<file path="src/rtl/down_timer.sv">
// Loadable down-counting interval timer with start/stop/pause control.
// Define DOWN_TIMER_AUTORELOAD_EN for periodic re-arm at terminal count.
module down_timer #(
  parameter int WIDTH = 8
) (
  input  logic             clk,
  input  logic             reset,
  input  logic             load,
  input  logic [WIDTH-1:0] preset,
  input  logic             start,
  input  logic             stop,
  output logic [WIDTH-1:0] out,
  output logic             busy,
  output logic             done,
  output logic             expired
);

  typedef enum logic [1:0] {
    IDLE = 2'd0,
    RUN  = 2'd1,
    DONE = 2'd2
  } state_t;

  state_t           state;
  state_t           state_next;
  logic [WIDTH-1:0] reload;
  logic [WIDTH-1:0] reload_next;
  logic [WIDTH-1:0] out_next;
  logic             expired_next;

  always_ff @(posedge clk or posedge reset) begin
    if (reset) begin
      state   <= IDLE;
      out     <= '0;
      reload  <= '0;
      expired <= 1'b0;
    end else begin
      state   <= state_next;
      out     <= out_next;
      reload  <= reload_next;
      expired <= expired_next;
    end
  end

  always_comb begin
    state_next   = state;
    out_next     = out;
    reload_next  = reload;
    expired_next = 1'b0;
    if (load) begin
      out_next    = preset;
      reload_next = preset;
      state_next  = IDLE;
    end else if (stop) begin
      if (state == RUN)
        state_next = IDLE;
    end else if (start && state != RUN) begin
      unique case (state)
        IDLE: begin
          if (out != '0) begin
            state_next = RUN;
          end else begin
            state_next   = DONE;
            expired_next = 1'b1;
          end
        end
        DONE: begin
          if (reload != '0) begin
            out_next   = reload;
            state_next = RUN;
          end else begin
            expired_next = 1'b1;
          end
        end
        default: state_next = IDLE;
      endcase
    end else if (state == RUN) begin
      // out==0 never decrements, so the count cannot wrap
      if (out > WIDTH'(1)) begin
        out_next = out - WIDTH'(1);
      end else if (out == WIDTH'(1)) begin
        expired_next = 1'b1;
`ifdef DOWN_TIMER_AUTORELOAD_EN
        out_next = reload;
`else
        out_next   = '0;
        state_next = DONE;
`endif
      end
    end
  end

  assign busy = (state == RUN);
  assign done = (state == DONE);

endmodule

</file>
<file path="config.mk">
export PLATFORM = sky130hd
export DESIGN_NAME = down_timer
export DESIGN_NICKNAME = d
export VERILOG_FILES = /design/src/rtl/down_timer.sv
export SDC_FILE = /design/constraint.sdc
export NUM_CORES = 1
export LEC_CHECK = 0
export CAP_MARGIN = 10
export CELL_PAD_IN_SITES_DETAIL_PLACEMENT = 1
export CELL_PAD_IN_SITES_GLOBAL_PLACEMENT = 1
export CORE_UTILIZATION = 44
export CTS_BUF_LIST = sky130_fd_sc_hd__clkbuf_2 sky130_fd_sc_hd__clkbuf_4 sky130_fd_sc_hd__clkbuf_8
export DETAILED_ROUTE_END_ITERATION = 10
export HOLD_SLACK_MARGIN = 0.02
export PLACE_DENSITY = 0.9
export SETUP_SLACK_MARGIN = 0.2
export SLEW_MARGIN = 10
export SYNTH_ARGS = -nofsm -noshare
export SYNTH_HDL_FRONTEND = slang
export SYNTH_SLANG_ARGS = --single-unit
</file>
<file path="constraint.sdc">
create_clock -name clk -period 3.6 [get_ports clk]
set_input_delay 0.36 -clock clk [delete_from_list [all_inputs] [get_ports clk]]
set_output_delay 0.36 -clock clk [all_outputs]
set_load 0.05 [all_outputs]
</file>
==> summary.md <==
| Metric | Value |
|---|---|
| Status | completed |
| Total power density per cell area | about 460 nW/um^2 |
| Die H | around 55 microns |
| Fin crit period | 2.376 ns |
| Post-CTS setup buffers | 0 |
| Cell count after synthesis | 130 |
| Die area | ~3000 sq um |
| EDFF count, synth | 0 |
| Cts hold-fix bufs | 0 |
| Via count | around 1,200 |
| First drt pass iteration count | 4 |
| Synth Flop Type | dfrtp_1 |
| Number of global-route vias before repair | around 1,100 |
| WL per Instance | 18.84 microns |
| I/O Buffers | 23 |
| Netlist cell types | 39 |
| FP Rows | 18 |
| Reg power frac | 0.427 |
| ANT cells | 0 |
| Final hold viol count | 0 |
| CP Class | flip-flop to output port |
| Startpoint types | flip-flop |
| Register bit total from synthesis | 19 |
| Final weighted congestion in routability-driven placement | between 0.9 and 1 |
| Antenna violations before repair | 0 |
| RSZ-0062 raised after global routing | no |
| Crit path from | state[1]$_DFFE_PP0P_ |
| Worst Skew | between 0.008 and 0.009 ns |
| Final HPWL DP | 2657 microns |
| Top cell type by total area after synthesis | dfrtp_1 |
| Count of pins over their slew limit | 0 |
| Non-filler cells, final | ~180 |
| CP max FO | 5 |
| # IOs | 24 |
| Seq/Total Area, Yosys | 0.3835 |
| P_int | just under 0.0004 W |
| Cell Area, Synth | about 1200 sq um |
| Drt drc | 0 |
| GRT Util Overall | 0.2621 |
| Final setup viols | 0 |
| Largest net degree at the start of global routing | 25 |
| Max-capacitance violation count | 0 |
| Die X | ~55 microns |
| Crit path DAT | 2.02 ns |
| Final Cell Area | roughly 1500 sq um |
| CTS tree | built |
| Routed Antenna Nets | 0 |
| Ys async rst share | 1.000 |
| Psw | 0.0002985 W |
| Cts repair resizes | 0 |
| First-pass GRT wire length | approximately 5500 microns |
| Dpl cell area | about 1500 sq um |
| Total Routed Length | roughly 3400 microns |
| Initial DRC Count | 33 |
| Syn. warnings | 0 |
| Clk buf depth | 2 |
| CTS Root Cell | clkbuf_4 |
| Clk_lat worst skew | about 0.3 ns |
| Filler cell count | roughly 310 |
| Worst IR Drop VDD | ~340 uV |
| Max-slew headroom | 0.4664 |
| Vias/cell | about 6.3 |
| Total negative slack | 0 ns |
| Total CTS buffers | 3 |
| Hold Worst Slack | 0.4683 ns |
| Worst r2r src | out[0]$_DFFE_PP0P_ |
| Maximum clock rate | 0.4208 GHz |
| Area grow syn2layout | 21.39% |
| Post-synth top area share | 0.3835 |
| Final Power | 0.0006911 W |
| Avg Inst Size Synth | 9.538 sq um |
| Cells after DPL | about 180 |
| Clk slew on worst S/H paths | about 0.13 ns |
| CORE AREA | about 2600 sq um |
| GRT overflow | 0 |
| Clk sinks | 19 |
| Crit. End Element | output port |
| CP required | 3.24 ns |
| Synth top area cells | dfrtp_1 (38%), nand2_1 (4.2%), inv_1 (3.6%), mux2_2 (3.6%), o211ai_1 (3.6%) |
| Net Sw Frac | 0.4319 |
| Worst-Margin Slew | roughly 0.80 ns |
| Period utilization | 0.6601 |
| Syn_nets | about 150 |
| Fin nets | 170 |
| Layout cells sized above 1 | 0.1111 |
| Initial core utilization | 0.4829 |
| H-Tree Depth | 1 |
| Hold Path Class | input pin to async pin |
| Combinational power share | 0.407 |
| Leakage | around 0.61 nW |
| Clock network power share | 0.165 |
[synth_stat cells (4+ instances only)]
master and count:
nor3_1 4, o2bb2ai_1 5, dfrtp_1 19, inv_1 12, nand2b_1 4, mux2_2 4
o21ai_0 8, nand2_1 14, nor2_1 6, o211ai_1 6
[cells in the final DEF, fill, tap and decap left out, types with 2 or more instances in the layout]
cell	n
clkdlybuf4s50_1	23
dfrtp_1	19
nand2_1	14
inv_1	12
o21ai_0	8
nor2_1	6
o211ai_1	6
o2bb2ai_1	5
mux2_2	4
nand2b_1	4
nor3_1	4
nand3_1	3
nor4_1	3
a31oi_1	3
ha_1	3
clkbuf_4	3
nor2b_1	2
a21oi_1	2
nor4_2	2
and2_4	2
or4_1	2
a22o_1	2
mux2_4	2
a222oi_1	2
a41oi_1	2
[flip-flops by register name (all words and copies together), names as in the netlist]
name,count
state,2
reload,8
expired,1
out,8
[kinds of logic after synthesis]
family                   after synthesis  share of synthesized area
buffers and inverters                 16                    0.06054
AND/OR/NAND/NOR                       47                     0.2351
adder cells (fa/ha/maj)                3                    0.03028
AO/OA/AOI/OAI                         39                     0.2301
flip-flops                            19                     0.3835
multiplexers                           6                    0.06054
[final timing paths]
| path | endpoint | slack (ns) | cells after the start |
|---|---|---|---|
| setup / recovery | busy | 1.22 | 3 |
| hold / removal | reload[3]$_DFFE_PP0P_ | 0.47 | 2 |
| setup reg to reg | out[4]$_DFFE_PP0P_ | 1.50 | 6 |
| hold reg to reg | reload[0]$_DFFE_PP0P_ | 0.59 | 2 |
| max in group asynchronous | state[0]$_DFFE_PP0P_ | 2.65 | 2 |
| min in group clk | reload[0]$_DFFE_PP0P_ | 0.59 | 2 |
[metal layers]
metal | vias to the layer above | global-route usage | wire, microns
met5 | - | 0 | 0
met4 | 0 | 0.07083 | 37
met3 | 6 | 0.03552 | 173
met2 | 41 | 0.4116 | 1633
met1 | 571 | 0.3731 | 1603
li1 | 536 | - | -
[power by group through the flow]
stage / Sequential, W / Clock [W] / Combinational [W]
2_1_floorplan: 0.000349 / 0 / 0.000141
6_report: 0.000295 / 0.000114 / 0.000281
4_1_cts: 0.000295 / 0.000117 / 0.000282
5_1_grt: 0.000301 / 0.000124 / 0.000303
3_5_place_dp: 0.000298 / 0 / 0.000280
3_3_place_gp: 0.000295 / 0 / 0.000275
[through the flow]
stage          utilization  worst slack, ns
2_1_floorplan            -            1.352
3_3_place_gp        0.5755            1.194
3_5_place_dp        0.5755            1.051
4_1_cts             0.5863            1.241
5_1_grt             0.5863            1.165
6_report            0.5863            1.224
[critical path, stage by stage, from the launching register on]
cell and delay (ns):
dfrtp_1 0.44, nand2b_1 0.25, inv_1 0.19, clkdlybuf4s50_1 0.83
[area by class of cell]
cell class	instances	area, sq um	share of cell area
repair buffers	23	230.2	0.1530
flip-flops and latches	19	475.5	0.3159
clock inverters	1	5.005	0.003325
clock buffers	3	22.52	0.01496
multi-input cells	95	689.4	0.4580
inverters	12	45.04	0.02993
well taps	30	37.54	0.02494
(Power assumes the default switching activity.)
